## src/rtl/wb_arbiter2.sv

```systemverilog
// wb_arbiter2 -- two-master, one-slave Wishbone classic arbiter.
//
// Shares one slave port between master 0 (instruction fetch) and master 1
// (load/store). Ties are broken round-robin. The owner keeps the bus for its
// whole CYC. A watchdog aborts a transaction that waits too long for ACK and
// signals ERR to the owner.
//
// Ports:
//   clk, reset                      clock, asynchronous active-high reset
//   i_mN_cyc/stb/we/addr/data       master N request (N = 0, 1)
//   o_mN_ack, o_mN_err              master N completion / watchdog abort
//   o_m_data                        slave read data, broadcast to both masters
//   o_s_cyc/stb/we/addr/data        request to the slave
//   i_s_data, i_s_ack               slave response
//   o_grant                         one-hot owner (01 = m0, 10 = m1, 00 = none)
module wb_arbiter2 #(
    parameter int AW      = 32,
    parameter int DW      = 32,
    parameter int TIMEOUT = 255
) (
    input  logic          clk,
    input  logic          reset,
    input  logic          i_m0_cyc,
    input  logic          i_m0_stb,
    input  logic          i_m0_we,
    input  logic [AW-1:0] i_m0_addr,
    input  logic [DW-1:0] i_m0_data,
    output logic          o_m0_ack,
    output logic          o_m0_err,
    input  logic          i_m1_cyc,
    input  logic          i_m1_stb,
    input  logic          i_m1_we,
    input  logic [AW-1:0] i_m1_addr,
    input  logic [DW-1:0] i_m1_data,
    output logic          o_m1_ack,
    output logic          o_m1_err,
    output logic [DW-1:0] o_m_data,
    output logic          o_s_cyc,
    output logic          o_s_stb,
    output logic          o_s_we,
    output logic [AW-1:0] o_s_addr,
    output logic [DW-1:0] o_s_data,
    input  logic [DW-1:0] i_s_data,
    input  logic          i_s_ack,
    output logic [1:0]    o_grant
);

    typedef enum logic [2:0] {
        IDLE   = 3'd0,
        OWN0   = 3'd1,
        OWN1   = 3'd2,
        ABORT0 = 3'd3,
        ABORT1 = 3'd4
    } state_t;

    // The counter holds the number of ack-less cycles already waited. A cycle
    // that starts at TIMEOUT-1 and still sees no ack is the TIMEOUT-th wait,
    // so the abort takes effect on the following cycle. An ack in that same
    // cycle clears the counter and wins the race.
    localparam logic [15:0] CNT_LAST = 16'(TIMEOUT - 1);

    state_t      state, state_nx;
    logic        last_owner, last_nx;   // 0 = m0 served last, 1 = m1
    logic [15:0] cnt, cnt_nx;
    logic [1:0]  grant_nx;

    // State register
    always_ff @(posedge clk or posedge reset) begin
        if (reset) begin
            state      <= IDLE;
            last_owner <= 1'b1;         // m0 wins the first tie
            cnt        <= '0;
            o_grant    <= 2'b00;
        end else begin
            state      <= state_nx;
            last_owner <= last_nx;
            cnt        <= cnt_nx;
            o_grant    <= grant_nx;
        end
    end

    // Next-state logic
    always_comb begin
        state_nx = state;
        last_nx  = last_owner;
        cnt_nx   = '0;                  // outside OWNn the counter sits at 0
        case (state)
            IDLE: begin
                if (i_m0_cyc && i_m1_cyc)
                    state_nx = last_owner ? OWN0 : OWN1;
                else if (i_m0_cyc)
                    state_nx = OWN0;
                else if (i_m1_cyc)
                    state_nx = OWN1;
            end
            OWN0: begin
                if (!i_m0_cyc) begin
                    state_nx = IDLE;
                    last_nx  = 1'b0;
                end else if (i_s_ack) begin
                    cnt_nx = '0;
                end else if (cnt == CNT_LAST) begin
                    state_nx = ABORT0;
                end else begin
                    cnt_nx = cnt + 16'd1;
                end
            end
            OWN1: begin
                if (!i_m1_cyc) begin
                    state_nx = IDLE;
                    last_nx  = 1'b1;
                end else if (i_s_ack) begin
                    cnt_nx = '0;
                end else if (cnt == CNT_LAST) begin
                    state_nx = ABORT1;
                end else begin
                    cnt_nx = cnt + 16'd1;
                end
            end
            ABORT0: begin
                if (!i_m0_cyc) begin
                    state_nx = IDLE;
                    last_nx  = 1'b0;
                end
            end
            ABORT1: begin
                if (!i_m1_cyc) begin
                    state_nx = IDLE;
                    last_nx  = 1'b1;
                end
            end
            default: state_nx = IDLE;
        endcase

        // The owner stays granted through its abort until it drops CYC.
        case (state_nx)
            OWN0, ABORT0: grant_nx = 2'b01;
            OWN1, ABORT1: grant_nx = 2'b10;
            default:      grant_nx = 2'b00;
        endcase
    end

    // Output logic: bus mux and ack/err routing, all combinational from state
    // so an asynchronous reset drops slave CYC immediately.
    always_comb begin
        o_s_cyc  = 1'b0;
        o_s_stb  = 1'b0;
        o_s_we   = 1'b0;
        o_s_addr = '0;
        o_s_data = '0;
        o_m0_ack = 1'b0;
        o_m0_err = 1'b0;
        o_m1_ack = 1'b0;
        o_m1_err = 1'b0;
        o_m_data = i_s_data;
        case (state)
            OWN0: begin
                o_s_cyc  = i_m0_cyc;
                o_s_stb  = i_m0_stb;
                o_s_we   = i_m0_we;
                o_s_addr = i_m0_addr;
                o_s_data = i_m0_data;
                o_m0_ack = i_s_ack;
            end
            OWN1: begin
                o_s_cyc  = i_m1_cyc;
                o_s_stb  = i_m1_stb;
                o_s_we   = i_m1_we;
                o_s_addr = i_m1_addr;
                o_s_data = i_m1_data;
                o_m1_ack = i_s_ack;
            end
            // Late acks from the slave are swallowed here.
            ABORT0:  o_m0_err = i_m0_cyc;
            ABORT1:  o_m1_err = i_m1_cyc;
            default: ;
        endcase
    end

endmodule

```

## config.mk

```make
export PLATFORM = sky130hd
export DESIGN_NAME = wb_arbiter2
export DESIGN_NICKNAME = d
export VERILOG_FILES = /design/src/rtl/wb_arbiter2.sv
export SDC_FILE = /design/constraint.sdc
export NUM_CORES = 1
export LEC_CHECK = 0
export BUFFER_PORTS_ARGS = -buffer_cell sky130_fd_sc_hd__buf_2
export CORE_AREA = 2 2 108 110
export DETAILED_ROUTE_END_ITERATION = 12
export DIE_AREA = 0 0 110 112
export PLACE_DENSITY_LB_ADDON = 0.15
export SETUP_SLACK_MARGIN = 0.2
export SYNTH_ARGS = -nofsm -noshare
export SYNTH_HDL_FRONTEND = slang
export SYNTH_SLANG_ARGS = --single-unit
```

## constraint.sdc

```tcl
create_clock -name clk -period 1.7 [get_ports clk]
set_input_delay 0.34 -clock clk [delete_from_list [all_inputs] [get_ports clk]]
set_output_delay 0.34 -clock clk [all_outputs]
set_load 0.1 [all_outputs]
```

* Yosys cells after proc, flatten, opt, wreduce, memory -nomap -nowiden *
Index checks and enable logic that the tools add are counted.

operators by class
  reductions and logical operators = 8
  multiplexer cells = 31
  add/subtract/negate cells = 1
  equal/unequal tests = 11

operators with widths
  kind                     number
  $pmux W32 S2             2
  $mux W16                 4
  $mux W3                  11
  $pmux W16 S2             1
  $add A16 B1 Y16 const B  1
  $eq A16 B8 Y1 const B    1
  $pmux W3 S5              1
  $eq A3 B2 Y1 const B     4
  $pmux W1 S2              4
  $reduce_or A2 Y1         4
  $eq A3 B1 Y1 const B     2
  $eq A3 B3 Y1 const B     2
  $mux W1                  6
  $ne A2 B2 Y1 const B     2
  $pmux W2 S2              1
  $logic_not A3 Y1         1
  $reduce_and A3 Y1        1
  $mux W2                  1
  $reduce_bool A2 Y1       1
  $logic_and A1 B1 Y1      1

storage, ports and cells
  word-level logic and storage cells = 55
  register bits after elaboration = 22
  output and inout port bits = 105
  bits of input ports = 169

* Longest topological paths before layout *
Gate-level depths: netlist of the first run.

  depth after elaboration = 8
  depth in mapped cells = 7
  mapped depth without buffers = 6

* Worst setup path after synthesis of the first run *
OpenSTA, ideal clock, no wires.

  path type = register to output
  from = register state[0]
  to = output o_m1_err
  path slack = -0.605 ns
  buffers on the path = 1
  arrival time = 1.965 ns
  required time = 1.360 ns
  cell stages (with the launch flop) = 4
  cell sequence = dfrtp_1 buf_2 nand2b_1 nor2_1

between the ends
  cells in the longest elaborated chain, start to end = 2

RTL lines
  item                      line  RTL
  start: declaration        62    state_t state, state_nx;
  start signal: assignment  75    state <= state_nx;
  $eq A3 B3 Y1              156   case (state)
  $mux W1                   156
  end: declaration          36    output logic o_m1_err,

No other way between the ends.

* Final worst setup path of the first run *
  from = register state[2]
  to = output o_s_addr[25]

between the ends
  cells in the longest elaborated chain, start to end = 2
  elaborated cells on any way between the ends = 3
  classes of those cells = eq/ne (2); mux (1)

RTL lines
  item                                          line  RTL
  $eq A3 B2 Y1 or $eq A3 B1 Y1 (tied branches)  156
  $pmux W32 S2 *                                156
  end: declaration                              41    output logic [AW-1:0] o_s_addr,

Every way passes the cells marked *; elsewhere a longest branch is shown, timed or not.

==> results.toml, run 1 <==
[clock_network]
cts_tree = "built"
cts_hold_buffers = 0
cts.sinks = 22
numCtsBuffers = 3
clk_pin_slew_worst_paths_ps = 60
cts_root_buf = "clkbuf_16"
insertion_delay_ps = 260
clockBufferDepth = 2
htreeDepth = 1

[die]
start_util = 0.186
core-area_um2 = 11200
die_x_um = 110
io_pins = 274
die_h_um = 112
die-area_um2 = 12300
rows = 39

[drt]
viasPerCell = 4.66
firstDrtPassIters = 4
avgRoutedWirePerCell_um = 18.3
drt_wl_total_mm = 11.1
via_count = 2814
drt_iter0_drc = 82
ant_nets = 0
drc = 0

[layout]
post-route-util = 0.500
multi_input_area_um2 = 1890
fin_area_um2 = 5590
fillers = 990
area_growth_pct = 169
seq_area_um2 = 553
drive_gt1_frac = 0.820
post_layout_nonfiller_instances = 604
final_nets = 632

[synth]
synth_cell_type_count = 40
async_flop_share = 1.00
syn-mean-instance-area_um2 = 8.75
yosys_warnings = 0
netlist_instances = 237
syn_nets = 408
synth_edf_count = 0
yosysSeqAreaShare = 0.266
ys_ff_latch = 22
yosys_most_used_dff = "dfrtp_1"
synth_area_um2 = 2070

[global_routing]
antenna_found_initial = 1
grt_pass1_vias = 2696
grt_pass1_wl_mm = 15.0
grt_util_all_layers = 0.158
grt-ovfl-total = 0
grt_max_degree = 23

[sta]
holdWs_ps = 116
fin_ws_ps = -280
setup_viol = 89
fmax_ghz = 0.505
hold_viol = 0
report.final.slew_viol_count = 0
relSlewSlack = 0.680
rsz0062_at_grt = "yes"
period_minus_slack_ps = 1980
tightest_slew_ps = 484
period_share = 1.16
fin_worst_skew_ps = 3.47
setup_tns_ps = -16940

[place]
hpwl_mm = 8.60
gp_congestion = 0.779
post-place-ws_ps = -111
dp.cells = 571
place_area_um2 = 5010
numPortBuffers = 209

[power]
combPwrFrac = 0.901
p_leak_nw = 2.70
peakVddDrop_mv = 1.06
switching_power_mw = 6.56
pwr-share-seq = 0.052
power_mw = 11.9
p_clk_frac = 0.047
p_int_mw = 5.35
power_density_nw_per_um2 = 2130
netSwitchingFraction = 0.551

[setup_path]
reg2regPathDepth = 6
critPathLaunchType = "register"
r2r-end = "state[1]$_DFF_PP0_"
r2r_start = "cnt[0]$_DFF_PP0_"
path_max_fanout = 13
cp_data_required_time_ps = 1360
cp-end-kind = "output pin"
critPathKind = "reg2out"
regToRegSetupSlack_ps = -130
worstPathArrival_ps = 1640

[run_status]
violations = "negative setup slack"
status = "finished with violations"

[run]
drv_cap = 0

[hold_path]
hp-class = "in2async"
[sequential cells by signal, summed over array words and instances, names as in the netlist]
| name | flops |
|---|---|
| cnt | 16 |
| state | 3 |
| o_grant | 2 |
| last_owner | 1 |
[cells in the mapped netlist, types with 2 or more instances]
cell,n,share of area
a22o_1,66,0.28
buf_4,33,0.12
dfrtp_1,21,0.25
nor2_1,19,0.034
buf_2,12,0.029
xor2_1,11,0.046
clkbuf_1,7,0.013
nand3_1,7,0.017
nand2_1,6,0.011
nand4_1,6,0.018
a21oi_1,5,0.012
and2_1,5,0.015
and3_1,4,0.012
inv_1,4,0.0072
o21ai_0,3,0.0072
ha_1,2,0.012
nand2b_1,2,0.0060
o211a_1,2,0.0097
[worst max path at each step]
stage | from | to | slack, ps | depth (start not counted)
CTS | state[2]$_DFF_PP0_ | o_s_addr[1] | -260 | 7
global placement | cnt[0]$_DFF_PP0_ | state[1]$_DFF_PP0_ | -100 | 6
detailed placement | cnt[0]$_DFF_PP0_ | state[1]$_DFF_PP0_ | -110 | 6
floorplan | cnt[0]$_DFF_PP0_ | state[1]$_DFF_PP0_ | -80 | 6
global route | state[2]$_DFF_PP0_ | o_s_addr[11] | -340 | 7
finish | state[2]$_DFF_PP0_ | o_s_addr[25] | -280 | 7
[repair_timing]
action	in CTS	in global routing
pin swaps	11	17
setup buffers	10	10
endpoints found under the setup margin	90	90
cloned	2	6
resized for setup	21	19
[cells in the final DEF, fill, tap and decap left out, types with 3 or more instances in the layout]
cell,instances
and2_4,3
clkbuf_16,8
dfrtp_1,20
buf_6,11
xor2_1,11
nand2_1,4
nand3_1,6
nor2_1,6
a21oi_2,3
nand2_2,3
nand4_1,6
a22o_4,66
nor2_4,4
inv_1,3
and3_1,3
buf_2,138
buf_12,81
nor2_2,9
buf_4,32
[routing by layer]
layer  up-vias  track usage  part of all wire
li1       1322            -                 -
met1      1346        0.196              0.40
met2       124        0.278              0.50
met3        22       0.0345             0.079
met4         0       0.0321             0.018
met5         -            0                 0
[power by group through the flow]
stage / clock [mW] / combinational (mW) / sequential (mW)
after floorplan: 0 / 6.77 / 0.714
after global placement: 0 / 10.0 / 0.632
after detailed placement: 0 / 10.0 / 0.632
after CTS: 0.567 / 10.3 / 0.619
after global routing: 0.577 / 11.0 / 0.627
final: 0.559 / 10.7 / 0.620
[cells by family after synthesis]
logic type               after synthesis  synth area share
XOR/XNOR                              12            0.0507
AO/OA/AOI/OAI                         82             0.331
buffers and inverters                 56             0.168
adder cells (fa/ha/maj)                2            0.0121
multiplexers                           1           0.00543
AND/OR/NAND/NOR                       62             0.167
flip-flops                            22             0.266
[critical path, cell delays in order (launching register included)]
cell and delay [ps]:
dfrtp_1 420, inv_2 80, nand2_2 70, nor2_4 150, buf_12 170, clkbuf_16 170, a22o_4 140, buf_12 160
[cell type report]
cell class,instances,area share
Inverter,4,0.00269
Clock buffer,4,0.0159
Antenna cell,1,0.000448
Timing Repair Buffer,270,0.512
Multi-Input combinational cell,160,0.338
Sequential cell,22,0.0990
Tap cell,143,0.0320
Power figures use the tool's default switching activity.
==> run 2: changes to the inputs <==
MAX_ROUTING_LAYER = met4   (was default)
==> results.toml, run 2 (synthesis results as in run 1) <==
[die]
rows = 39
io_pins = 274
die_h_um = 112
die_x_um = 110
core-area_um2 = 11200
die-area_um2 = 12300
start_util = 0.186

[global_routing]
grt_util_all_layers = 0.163
grt-ovfl-total = 0
antenna_found_initial = 1
grt_pass1_vias = 2693
grt_pass1_wl_mm = 15.0
grt_max_degree = 23

[power]
combPwrFrac = 0.901
power_density_nw_per_um2 = 2130
power_mw = 11.9
p_clk_frac = 0.047
switching_power_mw = 6.56
peakVddDrop_mv = 1.06
netSwitchingFraction = 0.551
pwr-share-seq = 0.052
p_leak_nw = 2.70
p_int_mw = 5.35

[layout]
most-common-layout-cells = "buf_2 (138), buf_12 (81), a22o_4 (66)"
post-route-util = 0.500
final_common_cell = "buf_2"
drive_gt1_frac = 0.820
final_nets = 632
largest_reg_flops = 16
regMostFlops = "cnt"
area_growth_pct = 169
reg_top3 = "cnt x16, state x3, o_grant x2"

[drt]
drc = 0
via_count = 2802
met3_length_um = 881
drt_iter0_drc = 83
wl_met1_mm = 4.49
firstDrtPassIters = 4
ant_nets = 0
routed-wl-met2_mm = 5.58
avgRoutedWirePerCell_um = 18.5
drt_wl_total_mm = 11.1
viasPerCell = 4.64
top_layer = "met4"

[clock_network]
cts_tree = "built"
cts_hold_buffers = 0
cts_root_buf = "clkbuf_16"
htreeDepth = 1
clk_pin_slew_worst_paths_ps = 60
insertion_delay_ps = 260
cts.sinks = 22
numCtsBuffers = 3
clockBufferDepth = 2

[sta]
holdWs_ps = 113
period_share = 1.17
fin_ws_ps = -281
rsz0062_at_grt = "yes"
relSlewSlack = 0.680
fin_worst_skew_ps = 1.72
fmax_ghz = 0.505
hold_viol = 0
setup_viol = 89
report.final.slew_viol_count = 0
period_minus_slack_ps = 1980
tightest_slew_ps = 483

[hold_path]
hp-class = "in2async"

[setup_path]
r2r_start = "cnt[0]$_DFF_PP0_"
critPathKind = "reg2out"
reg2regPathDepth = 6
critPathLaunchType = "register"
worstPathArrival_ps = 1640
path_max_fanout = 13
regToRegSetupSlack_ps = -130
cp-end-kind = "output pin"
cp_data_required_time_ps = 1360
r2r-end = "state[1]$_DFF_PP0_"

[run_status]
violations = "negative setup slack"
status = "finished with violations"

[place]
gp_congestion = 0.789
hpwl_mm = 8.60
numPortBuffers = 209

[run]
drv_cap = 0
[run 2: cell counts in the layout (fill, tap and decap cells not counted)]
No cell type changed its count.
[run 2: worst max-delay path by stage]
stage,from,end,slack [ps],depth (start not counted)
floorplan,cnt[0]$_DFF_PP0_,state[1]$_DFF_PP0_,-80,6
global placement,cnt[0]$_DFF_PP0_,state[1]$_DFF_PP0_,-100,6
detailed placement,cnt[0]$_DFF_PP0_,state[1]$_DFF_PP0_,-110,6
CTS,state[2]$_DFF_PP0_,o_s_addr[1],-260,7
global route,state[2]$_DFF_PP0_,o_s_addr[11],-340,7
finish,state[2]$_DFF_PP0_,o_s_addr[25],-280,7
[run 2: layer usage]
layer / global-route usage / vias to the layer above
li1: - / 1319
met5: - / -
met2: 0.279 / 131
met1: 0.196 / 1330
met3: 0.0345 / 22
met4: 0.0321 / 0
[run 2: power groups by stage]
stage / clock network [mW] / logic (mW) / registers [mW]
after floorplan: 0 / 6.77 / 0.714
after global placement: 0 / 10.0 / 0.632
after detailed placement: 0 / 10.0 / 0.632
after CTS: 0.567 / 10.3 / 0.619
after global routing: 0.576 / 11.0 / 0.627
final: 0.556 / 10.7 / 0.620
[run 2: metrics by stage]
stage	cell area, um^2	cells	worst slack, ps	TNS, ps
2_1_floorplan	2760	237	-79.0	-3070
3_3_place_gp	5010	571	-97.4	-97.4
3_5_place_dp	5010	571	-111	-111
4_1_cts	5290	587	-261	-16180
5_1_grt	5590	604	-341	-22650
6_report	5590	604	-281	-16950
[run 2: final cells by class]
cell class,count,area [um^2]
flip-flops and latches,22,553
diodes,1,2.50
repair buffers,270,2860
fillers,990,5590
well taps,143,179
multi-input cells,160,1890
clock buffers,4,88.8
inverters,4,15.0
[run 2: timing repair]
item	in CTS	in global routing
resized for setup	21	19
pin swaps	11	17
gates cloned	2	6
endpoints found under the setup margin	90	90
buffers inserted	10	10
[run 2: critical path, stage by stage, from the launching register on]
cell	delay [ps]
dfrtp_1	420
inv_2	80
nand2_2	70
nor2_4	150
buf_12	170
clkbuf_16	170
a22o_4	140
buf_12	160
